**config.mk**
```make
export PLATFORM = sky130hd
export DESIGN_NAME = local_ni
export DESIGN_NICKNAME = d
export VERILOG_FILES = /design/src/rtl/local_ni_pkg.sv /design/src/rtl/ni_deser.sv /design/src/rtl/local_ni.sv
export SDC_FILE = /design/constraint.sdc
export NUM_CORES = 1
export LEC_CHECK = 0
export CORE_ASPECT_RATIO = 0.6
export CORE_UTILIZATION = 45
export DETAILED_ROUTE_END_ITERATION = 10
export GPL_ROUTABILITY_DRIVEN = 0
export PLACE_DENSITY = 0.69
export SYNTH_ARGS = -nofsm -noshare
export SYNTH_HDL_FRONTEND = slang
export SYNTH_SLANG_ARGS = --single-unit
```
**constraint.sdc**
```tcl
create_clock -name clk -period 1.8 [get_ports clk]
set_clock_uncertainty 0.1 [all_clocks]
set_input_delay 0.36 -clock clk [delete_from_list [all_inputs] [get_ports clk]]
set_output_delay 0.36 -clock clk [all_outputs]
set_load 0.02 [all_outputs]
```
**src/rtl/local_ni_pkg.sv**
```systemverilog
// Shared definitions for the local network interface: flit width, TX/RX state encodings,
// start-bit value and stats counter width. PAYLOAD_SIZE / ADDR_BITS fall back to 8 / 4.
`ifndef PAYLOAD_SIZE
`define PAYLOAD_SIZE 8
`endif
`ifndef ADDR_BITS
`define ADDR_BITS 4
`endif

package local_ni_pkg;
  localparam logic START_BIT = 1'b1;
  localparam int   STAT_W    = 16;

  typedef enum logic [2:0] {TX_IDLE, TX_WAIT, TX_START, TX_SHIFT, TX_GAP} tx_state_t;
  typedef enum logic [1:0] {RX_IDLE, RX_SHIFT, RX_HOLD} rx_state_t;

  function automatic int flit_w(input int payload_w, input int addr_w);
    return payload_w + addr_w;
  endfunction
endpackage

```
**src/rtl/ni_deser.sv**
```systemverilog
// Eject deserializer: start-bit detect, LSB-first shift-in, then holds the flit until the
// core takes it (ej_valid && ej_ready). rx_busy covers the whole frame plus the hold.
module ni_deser
  import local_ni_pkg::*;
#(
  parameter int NODE_ID   = -1,
  parameter int PAYLOAD_W = 8,
  parameter int ADDR_W    = 4
) (
  input  logic                 clk,
  input  logic                 reset,
  input  logic                 rx_data,
  output logic                 rx_busy,
  output logic                 ej_valid,
  input  logic                 ej_ready,
  output logic [ADDR_W-1:0]    ej_dest,
  output logic [PAYLOAD_W-1:0] ej_payload,
  output logic                 ej_addr_err
);
  localparam int              FLIT_W    = flit_w(PAYLOAD_W, ADDR_W);
  localparam int              CNT_W     = $clog2(FLIT_W);
  localparam logic [CNT_W-1:0] LAST     = CNT_W'(FLIT_W - 1);
  // A negative NODE_ID never matches any zero-extended address.
  localparam logic [31:0]     NODE_ID_U = 32'(NODE_ID);

  rx_state_t            state, state_d;
  logic [FLIT_W-1:0]    sh, sh_d;
  logic [CNT_W-1:0]     cnt, cnt_d;
  logic                 busy_d, valid_d, err_d;
  logic [ADDR_W-1:0]    dest_d;
  logic [PAYLOAD_W-1:0] payload_d;

  always_comb begin
    state_d   = state;
    sh_d      = sh;
    cnt_d     = cnt;
    busy_d    = rx_busy;
    valid_d   = ej_valid;
    dest_d    = ej_dest;
    payload_d = ej_payload;
    err_d     = ej_addr_err;
    case (state)
      RX_IDLE: begin
        if (rx_data == START_BIT) begin
          state_d = RX_SHIFT;
          busy_d  = 1'b1;
          cnt_d   = '0;
        end
      end
      RX_SHIFT: begin
        sh_d  = {rx_data, sh[FLIT_W-1:1]};
        cnt_d = cnt + 1'b1;
        if (cnt == LAST) begin
          state_d   = RX_HOLD;
          valid_d   = 1'b1;
          dest_d    = sh_d[ADDR_W-1:0];
          payload_d = sh_d[FLIT_W-1:ADDR_W];
          err_d     = (32'(sh_d[ADDR_W-1:0]) != NODE_ID_U);
        end
      end
      RX_HOLD: begin
        // Line activity here is a protocol violation and is deliberately ignored.
        if (ej_ready) begin
          state_d = RX_IDLE;
          valid_d = 1'b0;
          busy_d  = 1'b0;
        end
      end
      default: state_d = RX_IDLE;
    endcase
  end

  always_ff @(posedge clk) begin
    if (!reset) begin
      state       <= RX_IDLE;
      sh          <= '0;
      cnt         <= '0;
      rx_busy     <= 1'b0;
      ej_valid    <= 1'b0;
      ej_dest     <= '0;
      ej_payload  <= '0;
      ej_addr_err <= 1'b0;
    end else begin
      state       <= state_d;
      sh          <= sh_d;
      cnt         <= cnt_d;
      rx_busy     <= busy_d;
      ej_valid    <= valid_d;
      ej_dest     <= dest_d;
      ej_payload  <= payload_d;
      ej_addr_err <= err_d;
    end
  end
endmodule

```
**src/rtl/local_ni.sv**
```systemverilog
// Local network interface: serializes core flits onto the router local rx line and
// deserializes router frames for the core. Optional NI_STATS_EN adds inj/ej counters.
module local_ni
  import local_ni_pkg::*;
#(
  parameter int NODE_ID   = -1,
  parameter int PAYLOAD_W = `PAYLOAD_SIZE,
  parameter int ADDR_W    = `ADDR_BITS
) (
  input  logic                 clk,
  input  logic                 reset,
  input  logic                 inj_valid,
  output logic                 inj_ready,
  input  logic [ADDR_W-1:0]    inj_dest,
  input  logic [PAYLOAD_W-1:0] inj_payload,
  output logic                 link_tx_data,
  input  logic                 link_tx_busy,
  input  logic                 link_rx_data,
  output logic                 link_rx_busy,
  output logic                 ej_valid,
  input  logic                 ej_ready,
  output logic [ADDR_W-1:0]    ej_dest,
  output logic [PAYLOAD_W-1:0] ej_payload,
  output logic                 ej_addr_err
`ifdef NI_STATS_EN
  ,
  output logic [STAT_W-1:0]    inj_count,
  output logic [STAT_W-1:0]    ej_count
`endif
);
  localparam int               FLIT_W = flit_w(PAYLOAD_W, ADDR_W);
  localparam int               CNT_W  = $clog2(FLIT_W);
  localparam logic [CNT_W-1:0] LAST   = CNT_W'(FLIT_W - 1);

  tx_state_t         tx_state, tx_state_d;
  logic [FLIT_W-1:0] tx_sh, tx_sh_d;
  logic [CNT_W-1:0]  tx_cnt, tx_cnt_d;
  logic              tx_data_d, inj_ready_d;

  always_comb begin
    tx_state_d  = tx_state;
    tx_sh_d     = tx_sh;
    tx_cnt_d    = tx_cnt;
    tx_data_d   = 1'b0;
    inj_ready_d = 1'b0;
    case (tx_state)
      TX_IDLE: begin
        inj_ready_d = 1'b1;
        if (inj_valid) begin
          tx_state_d  = TX_WAIT;
          tx_sh_d     = {inj_payload, inj_dest};
          inj_ready_d = 1'b0;
        end
      end
      // Busy is honoured only before the start bit; a started frame always completes.
      TX_WAIT: begin
        if (!link_tx_busy) begin
          tx_state_d = TX_START;
          tx_data_d  = START_BIT;
        end
      end
      TX_START: begin
        tx_state_d = TX_SHIFT;
        tx_data_d  = tx_sh[0];
        tx_sh_d    = tx_sh >> 1;
        tx_cnt_d   = '0;
      end
      TX_SHIFT: begin
        if (tx_cnt == LAST) begin
          tx_state_d = TX_GAP;
        end else begin
          tx_data_d = tx_sh[0];
          tx_sh_d   = tx_sh >> 1;
          tx_cnt_d  = tx_cnt + 1'b1;
        end
      end
      TX_GAP: begin
        tx_state_d  = TX_IDLE;
        inj_ready_d = 1'b1;
      end
      default: tx_state_d = TX_IDLE;
    endcase
  end

  always_ff @(posedge clk) begin
    if (!reset) begin
      tx_state     <= TX_IDLE;
      tx_sh        <= '0;
      tx_cnt       <= '0;
      link_tx_data <= 1'b0;
      inj_ready    <= 1'b1;
    end else begin
      tx_state     <= tx_state_d;
      tx_sh        <= tx_sh_d;
      tx_cnt       <= tx_cnt_d;
      link_tx_data <= tx_data_d;
      inj_ready    <= inj_ready_d;
    end
  end

  ni_deser #(
    .NODE_ID  (NODE_ID),
    .PAYLOAD_W(PAYLOAD_W),
    .ADDR_W   (ADDR_W)
  ) u_deser (
    .clk        (clk),
    .reset      (reset),
    .rx_data    (link_rx_data),
    .rx_busy    (link_rx_busy),
    .ej_valid   (ej_valid),
    .ej_ready   (ej_ready),
    .ej_dest    (ej_dest),
    .ej_payload (ej_payload),
    .ej_addr_err(ej_addr_err)
  );

`ifdef NI_STATS_EN
  // Both counters saturate rather than wrap.
  always_ff @(posedge clk) begin
    if (!reset) begin
      inj_count <= '0;
      ej_count  <= '0;
    end else begin
      if (tx_state == TX_WAIT && !link_tx_busy && inj_count != '1)
        inj_count <= inj_count + 1'b1;
      if (ej_valid && ej_ready && ej_count != '1)
        ej_count <= ej_count + 1'b1;
    end
  end
`endif
endmodule

```
==> impl_metrics.ini, run 1 <==
[synthesis]
ys_types = 36
synthCells = 259
synth_area_per_cell_um2 = 8.99
synth_area_leaders = dfxtp_1, a21oi_1, a211oi_2
synth_seq_area_share_pct = 45.6
syn_nets = 279
yosysTopAreaCell = dfxtp_1
syn-cell-area_mm2 = 0.00233
synth-main-ff-cell = dfxtp_1
yosysMostFrequentCell = dfxtp_1
synth-edff-count = 0
synth-seq-cells = 53
synth.top_cell.area_share_pct = 45.6
async_reset_ff_share_pct = 0
synthTopCellsByCount = dfxtp_1, a21oi_1, nand2_1
ys_warn_count = 0

[grt]
grt_overflow = 0
grt_use_total_pct = 21.3
grt_pass1_vias = 1806
grt_max_degree = 49
grt_first_pass_wirelength_mm = 8.96
antenna_found_initial = 0

[place]
post-place-cells = 347
dp_hpwl_mm = 3.74
numPortBuffers = 34
placed_area_mm2 = 0.00277

[run]
cap_violations = 0

[worst_setup_path]
critPathKind = reg -> out
crit_required_ns = 1.34
start_kind = flip-flop
crit_buf_inv = 1
max_stage_delay_ns = 0.60
cp_max_fo = 2
reg2reg_slack_ns = 0.13
arrival_ns = 1.26
cp_cell_sequence = clkdlybuf4s50_1
slowest_stage = clkdlybuf4s50_1
path_delay_family = buffers and inverters
cp-end-kind = output port

[clock_network]
postCtsHoldBufs = 0
cts_inserted_buffers = 5
cts_sinks = 53
clk_pin_slew_ns = 0.10
clock_latency_ns = 0.31
clock_path_buffers = 2
cts_root_buf = clkbuf_8
ctsHtreeMaxLevel = 2
cts_resized = 0
post_cts_buffers = 0
cts_tree = yes

[drt]
ant_nets = 0
drt_iter0_markers = 117
vias_per_cell = 5.65
drt-wirelength-per-cell_um = 15.1
dr.pass1.iters = 4
drt-total-wl_mm = 5.36
vias = 2007
drc = 0

[floorplan]
dieHeight_um = 57.7
dieArea_mm2 = 0.00548
ioPinCount = 35
core_area_mm2 = 0.00478
rows = 19
initial_utilization_pct = 48.7
die_w_um = 94.9

[pwr]
ir_drop_uv = 404
powerDensity_mw_per_mm2 = 829
p_leak_nw = 1.08

[cells_and_area]
final_area_mm2 = 0.00290
area_growth_pct = 24.4
diodes = 0
drive_gt1_share_pct = 11.6
final_nets = 311
instances_no_fill = 355

[timing]
hold_violations = 0
setup_violations = 0
finalCriticalPeriod_ns = 1.72
drv_slew = 0
finalCritPeriodShare_pct = 95.4
worst_slew_pin_slew_ns = 0.507
fmax_mhz = 582
rsz0062_at_grt = no
slew_headroom_pct = 66.2

[worst_hold_path]
holdCritPathClass = reg -> reg

[outcome]
outcome = finished clean
-- worst reg2reg max path, cell delays in order, from the launching register on --
cell and delay (ns):
dfxtp_1 0.40, ha_1 0.26, nand3b_1 0.17, buf_4 0.20
a221oi_1 0.35, a211oi_2 0.08
-- metal layers --
metal | wire length (um) | track usage (%) | vias to the layer above
li1 | - | - | 1004
met1 | 2900 | 33.9 | 923
met2 | 2000 | 28.1 | 75
met3 | 417 | 4.99 | 5
met4 | 38 | 5.63 | 0
met5 | 0 | 0 | -
-- state kept, by name, indices dropped and copies added, names as in the netlist --
name	flops
tx_sh	12
inj_ready	1
tx_state	3
u_deser.ej_valid	1
u_deser.ej_addr_err	1
u_deser.ej_payload	8
link_tx_data	1
u_deser.sh	11
u_deser.rx_busy	1
u_deser.ej_dest	4
u_deser.cnt	4
u_deser.state	2
tx_cnt	4
-- power breakdown --
group / total, mW / internal, mW / switching (mW)
Combinational: 0.305 / 0.151 / 0.154
Clock: 0.839 / 0.452 / 0.387
Sequential: 1.26 / 1.22 / 0.0400
-- metrics by stage --
| step | TNS [ns] | total power [mW] | setup WS, ns | hold slack, ns | utilization (%) |
|---|---|---|---|---|---|
| after floorplan | 0 | 1.48 | 0.222 | 0.322 | - |
| after global placement | -0.0757 | 1.58 | -0.0104 | 0.342 | 58.0 |
| after detailed placement | -0.274 | 1.59 | -0.0621 | 0.355 | 58.0 |
| after CTS | 0 | 2.42 | 0.0263 | 0.368 | 60.5 |
| after global routing | 0 | 2.50 | 0.00991 | 0.388 | 60.6 |
| final | 0 | 2.40 | 0.0826 | 0.369 | 60.6 |
-- kinds of logic after synthesis --
logic type,count (synthesis),synth area share (%)
flops,53,45.6
mux,12,5.16
fa+ha+maj,2,1.07
compound gates,85,24.7
simple gates,77,17.2
buf+inv,30,6.34
-- final timing paths --
check	from	endpoint	cells after the start
hold reg to reg	u_deser.sh[1]$_SDFFE_PN0P_	u_deser.sh[1]$_SDFFE_PN0P_	2
setup / recovery	u_deser.ej_dest[2]$_SDFFE_PN0P_	ej_dest[2]	1
hold / removal	u_deser.sh[1]$_SDFFE_PN0P_	u_deser.sh[1]$_SDFFE_PN0P_	2
setup reg to reg	tx_cnt[0]$_SDFFE_PN0P_	tx_sh[1]$_SDFFE_PN0P_	5
-- cells in the final DEF, fill, tap and decap left out, types with 4 or more instances in the layout --
cell and n:
a221oi_1 11, a21oi_1 33, clkdlybuf4s50_1 32, nand2_1 29
nor2_1 7, clkbuf_8 6, a211oi_2 10, inv_1 6
o21ai_0 19, buf_4 12, nor2b_1 4, dfxtp_1 53
nand3_1 16, mux2i_1 12
-- layout make-up --
class / count / area, um^2
Clock buffer: 6 / 82.6
Clock inverter: 2 / 37.5
Fill cell: 414 / 1880
Inverter: 6 / 22.5
Multi-Input combinational cell: 176 / 1120
Sequential cell: 53 / 1060
Tap cell: 63 / 78.8
Timing Repair Buffer: 49 / 495
Power figures use the tool's default switching activity.
==> run 2, diff against run 1 <==
HOLD_SLACK_MARGIN = 0.03   (was default)
==> results of run 2 <==
Final layout, timing and power as in run 1 (identical DEF).
==> run 3, diff against run 2 <==
HOLD_SLACK_MARGIN = 0.02   (was 0.03)
SETUP_SLACK_MARGIN = 0.4   (was default)
==> run 3 against run 2 <==
Critical path depth rose by 4. Global-route usage fell by 0.39 points. Flip-flop and latch count did not move. Highest routed layer unchanged. Worst hold slack got worse by 0.0076 ns. Register-to-register slack improved by 0.20 ns.
==> impl_metrics.ini, run 3 (synthesis results as in run 1) <==
[outcome]
outcome = finished clean

[grt]
use_met2_pct = 27.7
grt_first_pass_wirelength_mm = 8.80
busiest_layer = met1
grt_util_met3_pct = 5.38
grt_pass1_vias = 1789
grt_use_met1_pct = 32.4
antenna_found_initial = 0
grt_overflow = 0
grt_max_degree = 49
grt_use_total_pct = 20.9

[worst_setup_path]
start_kind = flip-flop
arrival_ns = 1.59
critPathKind = reg -> reg
cp-end-kind = flip-flop
cp_max_fo = 5
crit_required_ns = 1.93

[floorplan]
ioPinCount = 35
initial_utilization_pct = 48.7
die_w_um = 94.9
dieArea_mm2 = 0.00548
dieHeight_um = 57.7
rows = 19
core_area_mm2 = 0.00478

[place]
dp_slack_ns = -0.0717
dp_hpwl_mm = 3.46
numPortBuffers = 34

[pwr]
powerDensity_mw_per_mm2 = 797
p_leak_nw = 1.14
ir_drop_uv = 360

[drt]
vias_per_cell = 5.65
drc = 0
vias = 2040
ant_nets = 0
drt_iter0_markers = 115
drt-total-wl_mm = 5.43
drt-wirelength-per-cell_um = 15.0
dr.pass1.iters = 4

[timing]
drv_slew = 0
fin_setup_tns_ns = 0
layout_setup_ws_ns = 0.334
fmax_mhz = 682
hold_violations = 0
finalCriticalPeriod_ns = 1.47
worst_slew_pin_slew_ns = 0.529
rsz0062_at_grt = yes
setup_violations = 0
slew_headroom_pct = 64.6
finalCritPeriodShare_pct = 81.4

[cells_and_area]
area_growth_pct = 32.5
largest-register = tx_sh
drive_gt1_share_pct = 28.5
largest_register_ffs = 12
diodes = 0
final_cell_mix = dfxtp_1, a21oi_1, nand2_1
nFillCells = 413
reg_top3 = tx_sh (12), u_deser.sh (11), u_deser.ej_payload (8)
layout.cells.most_common = dfxtp_1
final_nets = 317

[clock_network]
clock_latency_ns = 0.30
clock_path_buffers = 2
postCtsHoldBufs = 0
cts_sinks = 53
cts_inserted_buffers = 5
clk_pin_slew_ns = 0.09
cts_tree = yes
cts_root_buf = clkbuf_8
ctsHtreeMaxLevel = 2

[worst_hold_path]
holdCritPathClass = reg -> reg

[run]
cap_violations = 0
==> run 3: changes by cell type in the layout (fill, tap and decap cells not counted), sizes merged <==
cell / previous run / this run
clkinvlp: 1 / 0
dlygate4sd2: 0 / 1
clkbuf: 6 / 10
buf: 15 / 28
dlymetal6s2s: 2 / 0
clkdlybuf4s15: 0 / 7
clkdlybuf4s50: 32 / 16
==> run 3: area by class of cell <==
type,instances,area (um^2),area share [%]
inverters,6,22.5,0.730
well taps,63,78.8,2.55
clock buffers,7,86.3,2.80
flip-flops and latches,53,1080,35.0
multi-input cells,176,1250,40.5
clock inverters,1,30.0,0.973
repair buffers,55,541,17.5
==> run 3: path summary, 6_finish.rpt <==
path | startpoint | endpoint | slack [ns] | cells after the start
min reg2reg | u_deser.sh[1]$_SDFFE_PN0P_ | u_deser.sh[1]$_SDFFE_PN0P_ | 0.36 | 2
max | tx_cnt[0]$_SDFFE_PN0P_ | tx_sh[10]$_SDFFE_PN0P_ | 0.33 | 5
min | u_deser.sh[1]$_SDFFE_PN0P_ | u_deser.sh[1]$_SDFFE_PN0P_ | 0.36 | 2
max reg2reg | tx_cnt[0]$_SDFFE_PN0P_ | tx_sh[10]$_SDFFE_PN0P_ | 0.33 | 5
==> run 3: power by group <==
| part | internal [mW] | total [mW] | switching (mW) |
|---|---|---|---|
| clock | 0.454 | 0.833 | 0.379 |
| combinational | 0.192 | 0.374 | 0.182 |
| sequential | 1.22 | 1.25 | 0.0364 |
==> run 3: worst max-delay path, cell delays in order (launching register included) <==
cell	delay, ns
dfxtp_4	0.37
ha_4	0.13
nand3b_1	0.15
a22o_4	0.33
buf_16	0.14
a211oi_2	0.17
==> run 3: repair_timing <==
| item | CTS | global route |
|---|---|---|
| gates resized for setup | 64 | 24 |
| setup endpoints to repair | 49 | 44 |
| pin swaps | 3 | 3 |
| gates cloned | 1 | 1 |
| setup buffers | 3 | 0 |
==> run 3: through the flow <==
stage	util, %	instance area, um^2	power, mW	hold slack (ns)	instances
after floorplan	-	2420	1.50	0.322	259
after global placement	60.0	2870	1.62	0.347	348
after detailed placement	60.0	2870	1.62	0.350	348
after CTS	64.7	3090	2.49	0.364	360
after global routing	64.6	3090	2.57	0.378	361
final	64.6	3090	2.46	0.361	361
==> run 3: layer usage <==
metal,wire length [um],vias up
met5,0,-
met4,26,0
met3,264,4
met2,2250,52
met1,2880,969
li1,-,1015
